<file path="src/rtl/memop_sequencer_pkg.sv">
// Shared types for the memory-operation sequencer and its ALU.
// Optional FFT support is selected with the SEQ_FFT_EN macro.
package memop_sequencer_pkg;

   typedef enum logic [2:0] {
      IDLE,
      RD0,
      RD1,
      CALC,
      WR0,
      WR1,
      DONE
   } state_e;

   typedef enum logic [1:0] {
      ENCR,
      DECR,
      FFT
   } mode_e;

   localparam int ROT_DEF = 3;

endpackage

</file>
<file path="src/rtl/memop_alu.sv">
// Combinational data transform: rotate-cipher and add/sub butterfly.
module memop_alu
   import memop_sequencer_pkg::*;
#(
   parameter int DATA_W = 16,
   parameter int ROT    = ROT_DEF
) (
   input  mode_e             mode_i,
   input  logic [DATA_W-1:0] a_i,
   input  logic [DATA_W-1:0] b_i,
   input  logic [DATA_W-1:0] key_i,
   output logic [DATA_W-1:0] r0_o,
   output logic [DATA_W-1:0] r1_o
);

   localparam int R = ROT % DATA_W;

   function automatic logic [DATA_W-1:0] rotl(input logic [DATA_W-1:0] x);
      return (x << R) | (x >> (DATA_W - R));
   endfunction

   function automatic logic [DATA_W-1:0] rotr(input logic [DATA_W-1:0] x);
      return (x >> R) | (x << (DATA_W - R));
   endfunction

   always_comb begin
      r0_o = '0;
      r1_o = '0;
      case (mode_i)
         ENCR: r0_o = rotl(a_i ^ key_i);
         DECR: r0_o = rotr(a_i) ^ key_i;
         FFT: begin
            r0_o = a_i + b_i;
            r1_o = a_i - b_i;
         end
         default: ;
      endcase
   end

endmodule

</file>
<file path="src/rtl/memop_sequencer.sv">
// Block memory-operation sequencer (encrypt/decrypt, optional FFT pairs).
// Define SEQ_FFT_EN to enable butterfly mode; otherwise fft_en is an error.
module memop_sequencer
   import memop_sequencer_pkg::*;
#(
   parameter int ADDR_W = 8,
   parameter int DATA_W = 16,
   parameter int ROT    = ROT_DEF
) (
   input  logic              clk,
   input  logic              rst_n,
   input  logic              encr_en,
   input  logic              decr_en,
   input  logic              fft_en,
   input  logic [ADDR_W-1:0] base_addr,
   input  logic [7:0]        length,
   input  logic [DATA_W-1:0] key,
   output logic [ADDR_W-1:0] mem_addr,
   output logic              mem_rd_req,
   output logic              mem_wr_req,
   output logic [DATA_W-1:0] mem_wdata,
   input  logic [DATA_W-1:0] mem_rdata,
   input  logic              mem_ready,
   output logic              stall,
   output logic              busy,
   output logic              done,
   output logic              err
);

   state_e            state_q, state_d;
   mode_e             mode_q, mode_d;
   logic [ADDR_W-1:0] addr_q, addr_d;
   logic [7:0]        cnt_q, cnt_d;
   logic [DATA_W-1:0] key_q, key_d;
   logic [DATA_W-1:0] a_q, a_d;
   logic [DATA_W-1:0] b_q, b_d;
   logic              err_q, err_d;

   logic [DATA_W-1:0] res0, res1;
   logic [1:0]        n_en;
   logic              any_en, bad_en, adv;
   logic [7:0]        cnt_init;
   logic [ADDR_W-1:0] step;

   assign n_en   = 2'(encr_en) + 2'(decr_en) + 2'(fft_en);
   assign any_en = n_en != 2'd0;

`ifdef SEQ_FFT_EN
   logic [ADDR_W-1:0] addr_hi;
   assign addr_hi  = addr_q + ADDR_W'(1);
   assign bad_en   = n_en > 2'd1;
   // FFT counts pairs; a trailing odd word is skipped.
   assign cnt_init = fft_en ? (length >> 1) : length;
   assign step     = (mode_q == FFT) ? ADDR_W'(2) : ADDR_W'(1);
`else
   logic unused_res1;
   assign unused_res1 = ^res1;
   assign bad_en   = (n_en > 2'd1) | fft_en;
   assign cnt_init = length;
   assign step     = ADDR_W'(1);
`endif

   memop_alu #(
      .DATA_W(DATA_W),
      .ROT   (ROT)
   ) u_alu (
      .mode_i(mode_q),
      .a_i   (a_q),
      .b_i   (b_q),
      .key_i (key_q),
      .r0_o  (res0),
      .r1_o  (res1)
   );

   always_comb begin
      state_d = state_q;
      mode_d  = mode_q;
      addr_d  = addr_q;
      cnt_d   = cnt_q;
      key_d   = key_q;
      a_d     = a_q;
      b_d     = b_q;
      err_d   = err_q;
      adv     = 1'b0;
      case (state_q)
         IDLE: if (any_en) begin
            err_d   = bad_en;
            state_d = DONE;
            if (!bad_en) begin
               if (encr_en)      mode_d = ENCR;
               else if (decr_en) mode_d = DECR;
               else              mode_d = FFT;
               key_d  = key;
               addr_d = base_addr;
               cnt_d  = cnt_init;
               if (cnt_init != 8'd0) state_d = RD0;
            end
         end
         RD0: if (mem_ready) begin
            a_d = mem_rdata;
`ifdef SEQ_FFT_EN
            state_d = (mode_q == FFT) ? RD1 : CALC;
`else
            state_d = CALC;
`endif
         end
`ifdef SEQ_FFT_EN
         RD1: if (mem_ready) begin
            b_d     = mem_rdata;
            state_d = CALC;
         end
         WR1: if (mem_ready) adv = 1'b1;
`endif
         CALC: state_d = WR0;
         WR0: if (mem_ready) begin
`ifdef SEQ_FFT_EN
            if (mode_q == FFT) state_d = WR1;
            else               adv = 1'b1;
`else
            adv = 1'b1;
`endif
         end
         DONE: begin
            state_d = IDLE;
            err_d   = 1'b0;
         end
         default: state_d = IDLE;
      endcase
      if (adv) begin
         if (cnt_q == 8'd1) begin
            state_d = DONE;
         end else begin
            cnt_d   = cnt_q - 8'd1;
            addr_d  = addr_q + step;
            state_d = RD0;
         end
      end
   end

   always_comb begin
      mem_rd_req = 1'b0;
      mem_wr_req = 1'b0;
      mem_addr   = '0;
      mem_wdata  = '0;
      case (state_q)
         RD0: begin
            mem_rd_req = 1'b1;
            mem_addr   = addr_q;
         end
         WR0: begin
            mem_wr_req = 1'b1;
            mem_addr   = addr_q;
            mem_wdata  = res0;
         end
`ifdef SEQ_FFT_EN
         RD1: begin
            mem_rd_req = 1'b1;
            mem_addr   = addr_hi;
         end
         WR1: begin
            mem_wr_req = 1'b1;
            mem_addr   = addr_hi;
            mem_wdata  = res1;
         end
`endif
         default: ;
      endcase
   end

   assign busy  = (state_q != IDLE) && (state_q != DONE);
   assign stall = rst_n & ((state_q == IDLE && any_en) | busy);
   assign done  = state_q == DONE;
   assign err   = done & err_q;

   always_ff @(posedge clk or negedge rst_n) begin
      if (!rst_n) begin
         state_q <= IDLE;
         mode_q  <= ENCR;
         addr_q  <= '0;
         cnt_q   <= '0;
         key_q   <= '0;
         a_q     <= '0;
         b_q     <= '0;
         err_q   <= 1'b0;
      end else begin
         state_q <= state_d;
         mode_q  <= mode_d;
         addr_q  <= addr_d;
         cnt_q   <= cnt_d;
         key_q   <= key_d;
         a_q     <= a_d;
         b_q     <= b_d;
         err_q   <= err_d;
      end
   end

endmodule
</file>
<file path="config.mk">
export PLATFORM = sky130hd
export DESIGN_NAME = memop_sequencer
export DESIGN_NICKNAME = d
export VERILOG_FILES = /design/src/rtl/memop_sequencer_pkg.sv /design/src/rtl/memop_alu.sv /design/src/rtl/memop_sequencer.sv
export SDC_FILE = /design/constraint.sdc
export NUM_CORES = 1
export LEC_CHECK = 0
export ABC_CLOCK_PERIOD_IN_PS = 2400
export CORE_MARGIN = 3
export CORE_UTILIZATION = 55
export CTS_CLUSTER_DIAMETER = 30
export DETAILED_ROUTE_END_ITERATION = 16
export HOLD_SLACK_MARGIN = 0.08
export PLACE_DENSITY = 0.82
export RECOVER_POWER = 25
export REMOVE_ABC_BUFFERS = 1
export SETUP_SLACK_MARGIN = 0.02
export SLEW_MARGIN = 0
export SYNTH_ARGS = -nofsm -noshare
export SYNTH_HDL_FRONTEND = slang
export SYNTH_HIERARCHICAL = 1
export SYNTH_SLANG_ARGS = --single-unit
</file>
<file path="constraint.sdc">
create_clock -name clk -period 2.4 [get_ports clk]
set_input_delay 0.24 -clock clk [delete_from_list [all_inputs] [get_ports clk]]
set_output_delay 0.24 -clock clk [all_outputs]
set_load 0.01 [all_outputs]
</file>
# Yosys cells after proc, flatten, opt, wreduce, memory -nomap -nowiden
# Cells that the tools add are included.
# Widths: inputs -> output; s select.
[totals]
register_bits = 54
word_cells = 74
inputBits = 54
output_inout_bits = 30
[classes]
reduce_logical = 13
eq_ne = 12
mux = 28
bitwise_logic = 9
addsub = 4
n_lt_le_gt_ge = 1
[op_table]
columns = ["cell", "n"]
rows = [
  ["$mux 8", 11],
  ["$pmux 16 s3", 1],
  ["$xor 16x16->16", 2],
  ["$mux 3", 6],
  ["$mux 16", 1],
  ["$or 13x16->16", 1],
  ["$or 16x3->16", 1],
  ["$pmux 3 s4", 1],
  ["$ne 3x3->1 const B", 3],
  ["$add 8x1->8 const B", 1],
  ["$eq 8x1->1 const B", 1],
  ["$reduce_bool 8->1", 1],
  ["$sub 8x1->8 const B", 1],
  ["$eq 3x3->1 const B", 2],
  ["$reduce_and 3->1", 2],
  ["$mux 1", 5],
  ["$mux 2", 2],
  ["$ne 2x2->1 const B", 2],
  ["$reduce_and 2->1", 2],
  ["$reduce_bool 2->1", 2],
  ["$eq 3x1->1 const B", 1],
  ["$eq 3x2->1 const B", 1],
  ["$logic_not 3->1", 1],
  ["$reduce_bool 3->1", 1],
  ["12 further kinds", 15],
]

# Longest topological paths before layout
# Gate-level depths: netlist of the first run.
[depth]
ltp_word = 9
ltp_mapped = 10

# Hierarchy
# The synthesis of the first run kept the hierarchy.
[modules_own_cells]
columns = ["mod", "area_per_inst_um2", "n_inst", "seq_area_each_um2", "cells_per_inst"]
rows = [
  ["memop_sequencer", 2871.5, 1, 1351.3, 297],
  ["memop_alu", 2348.5, 1, 0.0, 339],
]

# Least setup slack after synthesis of the first run
# No wires, ideal clock.
[synth_path]
kind = "reg2out"
start = "reg a_q[11]"
end = "out mem_wdata[14]"
stages_incl_launch_ff = 8
path_slack_ns = 0.400
arrival_time_ns = 1.760
cell_sequence = "dfrtp_1 > ha_1 > clkbuf_2 > or3_2 > a21oi_1 > o211ai_1 > o22ai_1 > and2_1"
[synth_between]
elab_chain_cells = 4
[synth_rtl]
columns = ["item", "line", "rtl"]
rows = [
  ["start, declared", "memop_sequencer.sv:35", "logic [DATA_W-1:0] a_q, a_d;"],
  ["start signal, assigned", "memop_sequencer.sv:182", "a_q <= '0;"],
  ["start signal, assigned", "memop_sequencer.sv:191", "a_q <= a_d;"],
  ["$xor 16x16->16", "memop_alu.sv:30", "ENCR: r0_o = rotl(a_i ^ key_i);"],
  ["$or 16x3->16", "memop_alu.sv:19", "return (x << R) | (x >> (DATA_W - R));"],
  ["$pmux 16 s3", "memop_alu.sv:29", "case (mode_i)"],
  ["via res0[14]", "memop_sequencer.sv:39", "logic [DATA_W-1:0] res0, res1;"],
  ["$mux 16", "memop_sequencer.sv:145", "case (state_q)"],
  ["end, declared", "memop_sequencer.sv:21", "output logic [DATA_W-1:0] mem_wdata,"],
]
# The timed path passes the listed nets, and every way through them passes these cells.

# Final worst setup path of the first run
[layout_path]
start = "reg a_q[5]"
end = "out mem_wdata[5]"
[layout_between]
elab_chain_cells = 2
[layout_rtl]
columns = ["item", "line"]
rows = [
  ["$pmux 16 s3", "memop_alu.sv:29"],
  ["via res0[5]", "memop_sequencer.sv:39"],
  ["$mux 16", "memop_sequencer.sv:145"],
]
# The timed path passes the listed nets, and every way through them passes these cells.

==> impl_metrics.json, run 1 <==
{
  "status": "completed",
  "setup_viol": 0,
  "port_buffers": 83,
  "top_layer_used": "met4",
  "drv_cap": 0,
  "drt_iter0_drc": 164,
  "antenna_cells": 0,
  "holdBufCountCts": 0,
  "htree_levels": 2,
  "hpwl_um": 9720,
  "cts-root-buf": "clkbuf_8",
  "stdcell_count": 774,
  "path_class": "flip-flop to primary output",
  "wl_per_cell_um": 16.6,
  "grt_usage_pct": 27.1,
  "critical_path.startpoint": "a_q[5]",
  "power_leakage_nw": 2.73,
  "drt_wl_total_um": 12800,
  "place_area_mm2": 0.00568,
  "period_needed_ns": 2.31,
  "worstSkewPairLatency_ns": 0.32,
  "cts_inserted_buffers": 5,
  "post-route-drc-count": 0,
  "ys_warn_count": 6,
  "clk_pin_slew_ns": 0.11,
  "cts_tree": "done",
  "drt-met1-wl_um": 5250,
  "wl_met2_um": 6500,
  "fill_cells": 617,
  "dp_cells": 756,
  "fin_total_pwr_mw": 7.46,
  "num_rows": 32,
  "tightest_slew_ns": 1.41,
  "design_area_mm2": 0.00597,
  "cp.arrival_ns": 2.07,
  "viasPerCell": 5.56,
  "ant_nets": 0,
  "place_congestion": 0.928,
  "fin_skew_ns": 0.00822,
  "syn_avg_cell_area_um2": 8.55,
  "hold_viol_final": 0,
  "powerDensity_mw_per_mm2": 1250,
  "layout-drive-gt1-share_pct": 16.7,
  "peakVddDrop_v": 0.000770,
  "required_ns": 2.16,
  "dr_wl_met3_um": 768,
  "netlist_area_mm2": 0.00461,
  "fin_setup_tns_ns": 0,
  "worstHoldStart": "key[1]",
  "antenna_found_initial": 0,
  "num_io_pins": 84,
  "grt.overflow.total": 0,
  "die-area_mm2": 0.00951,
  "grt_max_degree": 55,
  "area_growth_pct": 29.6,
  "cp-start-kind": "flip-flop",
  "period_share_pct": 96.4,
  "hold_path.class": "input port to flip-flop",
  "r2r_slack_ns": 0.22,
  "crit_fanout": 3,
  "crit_path_end_kind": "primary output",
  "rsz0062_at_grt": "yes",
  "cts.sinks": 54,
  "drv_slew": 0,
  "clockBufferDepth": 2,
  "coreArea_mm2": 0.00793,
  "max_freq_mhz": 432,
  "r2r-start": "cnt_q[1]",
  "initial_core_util_pct": 58.1,
  "grt_pass1_vias": 4297,
  "vias": 4302,
  "final_nets": 760,
  "die_h_um": 97.5,
  "drt-pass1-iter-count": 5,
  "grt_pass1_wl_um": 21000,
  "die_w_um": 97.5,
  "postSynthCellCount": 539,
  "slew_headroom_pct": 6.16
}
per-stage QoR:
step / setup slack (ns) / utilization, % / hold slack (ns)
final: 0.0854 / 75.3 / 0.446
after global routing: 0.0192 / 75.3 / 0.436
after CTS: 0.0294 / 73.7 / 0.139
after detailed placement: -0.164 / 71.7 / 0.501
after global placement: -0.104 / 71.7 / 0.500
after floorplan: 0.299 / - / -0.0556
registers in the layout, summed over array words and instances, names as in the netlist:
signal,flops
a_q,16
cnt_q,8
state_q,3
mode_q,2
err_q,1
addr_q,8
key_q,16
placed cells by master (no fill, tap or decap), drive strengths merged, types with 12 or more instances in the layout:
master         instances
a21oi                 23
and2                  23
buf                   42
clkdlybuf4s50         69
conb                  32
dfrtp                 54
ha                    33
inv                   38
mux2                  16
nand2                 74
nor2                  46
nor3                  14
o21ai                 12
o22ai                 20
xnor2                 28
xor2                  13
worst paths after layout:
| kind | cells past startpoint | endpoint |
|---|---|---|
| worst min-delay path | 3 | key_q[1] |
| min in group asynchronous | 2 | addr_q[3] |
| worst max-delay path | 6 | mem_wdata[5] |
| worst max register to register | 7 | cnt_q[2] |
| worst min register to register | 2 | key_q[7] |
| max in group asynchronous | 2 | a_q[4] |
where the power goes:
group          switching, mW  total, mW  internal (mW)  leakage (nW)
Sequential             0.606       1.97           1.37         0.632
Clock                  0.350      0.569          0.220        0.0506
Combinational           2.45       4.92           2.47          2.05
critical path: stages, from the launching register on:
cell	delay (ns)
dfrtp_1	0.41
ha_4	0.22
or3_4	0.38
a31o_2	0.26
o22ai_2	0.14
and2_1	0.14
clkdlybuf4s15_2	0.21
metal layers:
metal | GRT usage [%] | vias up
li1 | - | 2080
met1 | 32.7 | 2052
met2 | 48.3 | 147
met3 | 4.74 | 23
met4 | 9.16 | 0
met5 | 0 | -
area by class of cell:
class | instances | area (um^2) | area share, %
tap | 102 | 128 | 2.14
inverter | 36 | 135 | 2.26
clock buffer | 5 | 68.8 | 1.15
clock inverter | 3 | 28.8 | 0.482
sequential | 54 | 1360 | 22.8
timing repair buffer | 125 | 1150 | 19.3
multi-input combinational | 449 | 3100 | 51.9
repair_timing:
item / in CTS / in global routing
buffers inserted: 3 / 7
pin swaps: 3 / 3
setup endpoints to repair: 14 / 25
gates cloned: 0 / 0
gates resized for setup: 27 / 27
(Power assumes the default switching activity.)
==> run 2, diff against run 1 <==
--- a/config.mk
+++ b/config.mk
@@ -7,16 +7,15 @@
 export LEC_CHECK = 0
 export ABC_CLOCK_PERIOD_IN_PS = 2400
 export CORE_MARGIN = 3
-export CORE_UTILIZATION = 55
+export CORE_UTILIZATION = 50
 export CTS_CLUSTER_DIAMETER = 30
 export DETAILED_ROUTE_END_ITERATION = 16
 export HOLD_SLACK_MARGIN = 0.08
-export PLACE_DENSITY = 0.82
+export PLACE_DENSITY = 0.81
 export RECOVER_POWER = 25
 export REMOVE_ABC_BUFFERS = 1
 export SETUP_SLACK_MARGIN = 0.02
 export SLEW_MARGIN = 0
 export SYNTH_ARGS = -nofsm -noshare
 export SYNTH_HDL_FRONTEND = slang
-export SYNTH_HIERARCHICAL = 1
 export SYNTH_SLANG_ARGS = --single-unit
==> run 2 against run 1 <==
Effect of this change:
- power down 26%
- final cell count decreased by 31%
- clock skew down 0.0021 ns
- routed wire length decreased by 35%
- largest cell class unchanged
- worst setup slack better by 0.046 ns
- sequential share of layout area up 7.5 points
- utilization fell by 6.2 points
- maximum frequency rose by 2.0%
- register-to-register slack gained 0.12 ns
- sequential power about the same
- critical endpoint is now stall
==> impl_metrics.json, run 2 <==
{
  "yosysMostFrequentCell": "nand2_1",
  "holdBufCountCts": 0,
  "pwr-share-clk_pct": 9.7,
  "worstSkewPairLatency_ns": 0.31,
  "fin_total_pwr_mw": 5.55,
  "worst-path-buf-inv": 3,
  "synth_edf_count": 0,
  "synth_top_cell_by_area": "dfrtp_1",
  "ys_warn_count": 0,
  "final_nets": 516,
  "yosysUniqueCellTypes": 50,
  "drt_iter0_drc": 102,
  "critical_path.top_delay_family": "buffers and inverters",
  "vias": 3003,
  "required_ns": 2.16,
  "layout_commonest_cell": "clkdlybuf4s50_1",
  "ant_nets": 0,
  "fill_cells": 534,
  "layout-drive-gt1-share_pct": 13.3,
  "post-route-drc-count": 0,
  "die_h_um": 88.5,
  "p_sw_share_pct": 39.9,
  "status": "completed",
  "place_area_mm2": 0.00436,
  "cts.sinks": 54,
  "pre_cts_slack_ns": -0.113,
  "top_regs": "a_q: 16 flops, key_q: 16 flops",
  "yosys_register_bits": 54,
  "num_io_pins": 84,
  "path_class": "input port to primary output",
  "place_congestion": 0.888,
  "path_cells": "clkdlybuf4s50_1, inv_1, fa_1, nand2_1, o21a_1, o21a_1, dlygate4sd2_1",
  "synth_ff_type": "dfrtp_1",
  "drt-pass1-iter-count": 4,
  "die_w_um": 88.5,
  "hpwl_um": 6240,
  "grt_max_degree": 55,
  "peakVddDrop_v": 0.000597,
  "drv_slew": 0,
  "p_switching_mw": 2.22,
  "worst_slack_ns": 0.132,
  "grt.overflow.total": 0,
  "netlist_area_mm2": 0.00341,
  "pwr-share-comb_pct": 55.0,
  "htree_levels": 2,
  "grt_usage_pct": 21.9,
  "layout_common_cells": "81 x clkdlybuf4s50_1, 62 x nand2_1, 52 x dfrtp_1, 38 x nor2_1",
  "initial_core_util_pct": 52.8,
  "crit_path_end_kind": "primary output",
  "timing.hold.ws_ns": 0.445,
  "rsz0062_at_grt": "no",
  "tightest_slew_ns": 1.31,
  "design_area_mm2": 0.00447,
  "power_leakage_nw": 1.87,
  "crit_top_cell": "o21a_1",
  "period_share_pct": 94.5,
  "fin_skew_ns": 0.00616,
  "syn_avg_cell_area_um2": 9.16,
  "synthArstFlopShare_pct": 100,
  "hold_viol_final": 0,
  "ys_top_cells_by_area": "dfrtp_1 40%, nand2_1 6.8%, mux2i_1 5.3%, mux2_2 5.3%, nor2_1 4.3%",
  "cp_slowest_stage_delay_ns": 0.58,
  "postSynthCellCount": 372,
  "cts-root-buf": "clkbuf_8",
  "clockBufferDepth": 2,
  "synth_top_area_share_pct": 39.7,
  "area_growth_pct": 31.1,
  "setup_viol": 0,
  "powerDensity_mw_per_mm2": 1240,
  "num_rows": 29,
  "port_buffers": 83,
  "fin_setup_tns_ns": 0,
  "antenna_found_initial": 0,
  "grt_pass1_wl_um": 13500,
  "viasPerCell": 5.60,
  "wl_per_cell_um": 15.5,
  "max_freq_mhz": 441,
  "reg2reg_depth": 7,
  "cts_inserted_buffers": 5,
  "worstHoldPathCells": 3,
  "coreArea_mm2": 0.00646,
  "period_needed_ns": 2.27,
  "pwr-share-seq_pct": 35.3,
  "p_int_mw": 3.34,
  "cts_tree": "done",
  "hold_path.class": "input port to flip-flop",
  "cp.arrival_ns": 2.03,
  "antenna_cells": 0,
  "drv_cap": 0,
  "die-area_mm2": 0.00784,
  "cp-start-kind": "input port",
  "drt_wl_total_um": 8320,
  "synth-seq-area-share_pct": 39.7,
  "cp.depth": 7,
  "clk_pin_slew_ns": 0.10,
  "grt_pass1_vias": 2914,
  "slew_headroom_pct": 12.7,
  "crit_fanout": 2,
  "ys_top_cells_by_count": "62 x nand2_1, 54 x dfrtp_1, 39 x nor2_1",
  "slowest_stage": "fa_1"
}
-- run 2: timing repair --
item	4_1_cts	5_1_grt
buffers inserted	1	0
setup endpoints to repair	2	16
endpoints found under the hold margin	0	0
pin swaps	1	0
gates resized for setup	2	3
-- run 2: final timing paths --
check                      slack [ns]         end  startpoint
setup / recovery                 0.13       stall      fft_en
hold / removal                   0.45    key_q[9]      key[9]
setup reg to reg                 0.34    cnt_q[2]    cnt_q[1]
hold reg to reg                  0.55    key_q[7]    key_q[7]
max in group asynchronous        1.06  state_q[0]       rst_n
min in group asynchronous        0.46   addr_q[5]       rst_n
-- run 2: per-stage QoR --
| stage | instances | utilization (%) |
|---|---|---|
| 6_report | 536 | 69.2 |
| 5_1_grt | 536 | 69.2 |
| 4_1_cts | 536 | 69.2 |
| 3_5_place_dp | 527 | 67.5 |
| 3_3_place_gp | 527 | 67.5 |
| 2_1_floorplan | 348 | - |
-- run 2: final cells by class --
type	count	area (um^2)	share of cell area, %
Multi-Input combinational cell	287	1910	42.7
Timing Repair Buffer	103	983	22.0
Sequential cell	54	1350	30.3
Inverter	7	26.3	0.588
Tap cell	77	96.3	2.16
Clock inverter	2	17.5	0.392
Clock buffer	6	82.6	1.85
-- run 2: routing by layer --
metal  GRT usage [%]  wire length, um  vias up
li1                -                -     1465
met1            27.4             3470     1421
met2            39.9             4250      107
met3            3.17              507       10
met4            5.22               98        0
met5               0                0        -
-- run 2: power by group through the flow --
stage	registers, mW	logic [mW]	clock network, mW
floorplan	1.88	2.04	0
global placement	1.92	2.97	0
detailed placement	1.96	3.05	0
CTS	1.94	3.07	0.559
global route	2.04	3.37	0.594
finish	1.96	3.05	0.540
-- run 2: kinds of logic after synthesis --
kind of cell	synth area share (%)
adder cells (fa/ha/maj)	1.69
buffers and inverters	4.48
AO/OA/AOI/OAI	13.6
flip-flops	39.7
XOR/XNOR	8.23
AND/OR/NAND/NOR	21.4
multiplexers	10.9
-- run 2: worst register-to-register path, cell delays in order, from the launching register on --
cell and delay, ns:
dfrtp_1 0.41, inv_1 0.09, ha_1 0.14, or3b_2 0.50, o21a_1 0.31, buf_4 0.21, nor3_1 0.23, a211oi_2 0.07
==> run 3, diff against run 2 <==
--- a/config.mk
+++ b/config.mk
@@ -10,6 +10,7 @@
 export CORE_UTILIZATION = 50
 export CTS_CLUSTER_DIAMETER = 30
 export DETAILED_ROUTE_END_ITERATION = 16
+export GPL_TIMING_DRIVEN = 0
 export HOLD_SLACK_MARGIN = 0.08
 export PLACE_DENSITY = 0.81
 export RECOVER_POWER = 25
==> run 3 against run 2 <==
Effect of this change:
- worst setup slack lost 0.027 ns
- global-route usage down 0.059 points
- clock-buffer cell count is the same
- critical path depth decreased by 3
- maximum frequency shrank 1.2%
- final cell count shrank 1.7%
- sequential power up 3%
- power rose by 0.62%
- hold slack got worse by 0.26 ns
- sequential share of layout area up 0.37 points
- flip-flop and latch count is the same
- critical path type is now flip-flop to primary output
==> impl_metrics.json, run 3 (synthesis results as in run 2) <==
{
  "antenna_cells": 0,
  "post-route-drc-count": 0,
  "ant_nets": 0,
  "period_needed_ns": 2.30,
  "port_buffers": 83,
  "drt_iter0_drc": 130,
  "die-area_mm2": 0.00784,
  "tightest_slew_ns": 0.806,
  "viasPerCell": 5.57,
  "die_h_um": 88.5,
  "cp-start-kind": "flip-flop",
  "dp_cells": 510,
  "hold_viol_final": 0,
  "crit_path_end_kind": "primary output",
  "path_class": "flip-flop to primary output",
  "worst_slack_ns": 0.104,
  "setup_viol": 0,
  "num_io_pins": 84,
  "cp_slowest_stage_delay_ns": 0.53,
  "worst-path-buf-inv": 1,
  "pre_cts_slack_ns": -0.963,
  "drv_cap": 0,
  "grt_pass1_wl_um": 13500,
  "place_congestion": 0.863,
  "final_nets": 507,
  "required_ns": 2.16,
  "hpwl_um": 5830,
  "antenna_found_initial": 0,
  "layout_common_cells": "80 x clkdlybuf4s50_1, 61 x nand2_1, 50 x dfrtp_1, 38 x nor2_1, 18 x mux2i_1",
  "worstSkewPairLatency_ns": 0.30,
  "crit_fanout": 12,
  "hold_path.class": "input port to flip-flop",
  "top_regs": "a_q: 16 flops, key_q: 16 flops",
  "power_leakage_nw": 1.85,
  "coreArea_mm2": 0.00646,
  "drv_slew": 0,
  "place_area_mm2": 0.00424,
  "clockBufferDepth": 2,
  "multi_input_area_mm2": 0.00194,
  "cp.arrival_ns": 2.06,
  "htree_levels": 2,
  "fill_cells": 515,
  "rsz0062_at_grt": "yes",
  "drt_wl_total_um": 8230,
  "stdcell_count": 527,
  "path_cells": "nand2b_1, a21oi_4, and2_1, clkdlybuf4s50_1",
  "grt_usage_pct": 21.9,
  "grt_pass1_vias": 2887,
  "cts-root-buf": "clkbuf_8",
  "powerDensity_mw_per_mm2": 1260,
  "slowest_stage": "clkdlybuf4s50_1",
  "period_share_pct": 95.6,
  "grt.overflow.total": 0,
  "num_rows": 29,
  "critical_path.top_delay_family": "buffers and inverters",
  "cts_tree": "done",
  "vias": 2935,
  "layout-drive-gt1-share_pct": 12.9,
  "initial_core_util_pct": 52.8,
  "peakVddDrop_v": 0.000528,
  "max_freq_mhz": 436,
  "cts_inserted_buffers": 5,
  "seq_area_mm2": 0.00136,
  "clk_pin_slew_ns": 0.10,
  "fin_total_pwr_mw": 5.59,
  "grt_max_degree": 34,
  "design_area_mm2": 0.00444,
  "status": "completed",
  "die_w_um": 88.5,
  "slew_headroom_pct": 46.3,
  "fin_skew_ns": 0.00389,
  "layout_commonest_cell": "clkdlybuf4s50_1",
  "area_growth_pct": 30.3,
  "drt-pass1-iter-count": 4,
  "cts.sinks": 54,
  "wl_per_cell_um": 15.6
}
[run 3: cell types whose count changed in the layout (fill, tap and decap cells not counted), moves of 2 or more]
cell,change
buf_4,-10
clkinv_4,-2
dfrtp_1,-2
dfrtp_4,+2
[run 3: per-stage QoR]
stage	util (%)	hold slack, ns	setup TNS [ns]
floorplan	-	-0.0556	-0.238
global placement	65.1	0.520	-69.82
detailed placement	65.6	0.334	-24.15
CTS	67.6	0.452	-0.0113
global route	68.7	0.182	0
finish	68.7	0.180	0
[run 3: final cells by class]
cell class / instances / share of cell area (%)
Tap cell: 77 / 2.17
Sequential cell: 54 / 30.7
Multi-Input combinational cell: 287 / 43.8
Clock inverter: 2 / 0.282
Timing Repair Buffer: 94 / 20.7
Inverter: 7 / 0.592
Clock buffer: 6 / 1.86
[run 3: report_power, final]
part | switching [mW] | total [mW] | internal (mW) | leakage [nW]
combinational | 1.28 | 3.03 | 1.74 | 1.16
clock | 0.302 | 0.534 | 0.233 | 0.0472
sequential | 0.655 | 2.02 | 1.37 | 0.641
[run 3: path summary, 6_finish.rpt]
| check | start | endpoint | slack (ns) | cells past startpoint |
|---|---|---|---|---|
| worst max-delay path | state_q[2] | mem_addr[5] | 0.10 | 4 |
| worst min-delay path | encr_en | mode_q[1] | 0.18 | 2 |
| worst max register to register | state_q[1] | cnt_q[0] | 0.12 | 4 |
| worst min register to register | err_q | err_q | 0.54 | 2 |
| max in group asynchronous | rst_n | mode_q[0] | 0.75 | 3 |
| min in group asynchronous | rst_n | addr_q[1] | 0.51 | 2 |
[run 3: worst reg2reg max path, delay by kind of cell, from the launching register on]
family	cells	cell delay [ns]
AOI/OAI and AO/OA	2	0.99
and+or+nand+nor	2	0.65
DFF	1	0.53
[run 3: timing repair]
item | 4_1_cts | 5_1_grt
endpoints found under the setup margin | 61 | 29
buffers inserted | 1 | 7
resized for setup | 9 | 10
hold buffers | 1 | 0
pin swaps | 2 | 2
endpoints found under the hold margin | 27 | 0
[run 3: layer usage]
| layer | up-vias | GRT usage (%) | wire [um] |
|---|---|---|---|
| li1 | 1439 | - | - |
| met1 | 1409 | 28.1 | 3460 |
| met4 | 0 | 5.63 | 93 |
| met5 | - | 0 | 0 |
| met3 | 7 | 2.98 | 465 |
| met2 | 80 | 38.9 | 4200 |
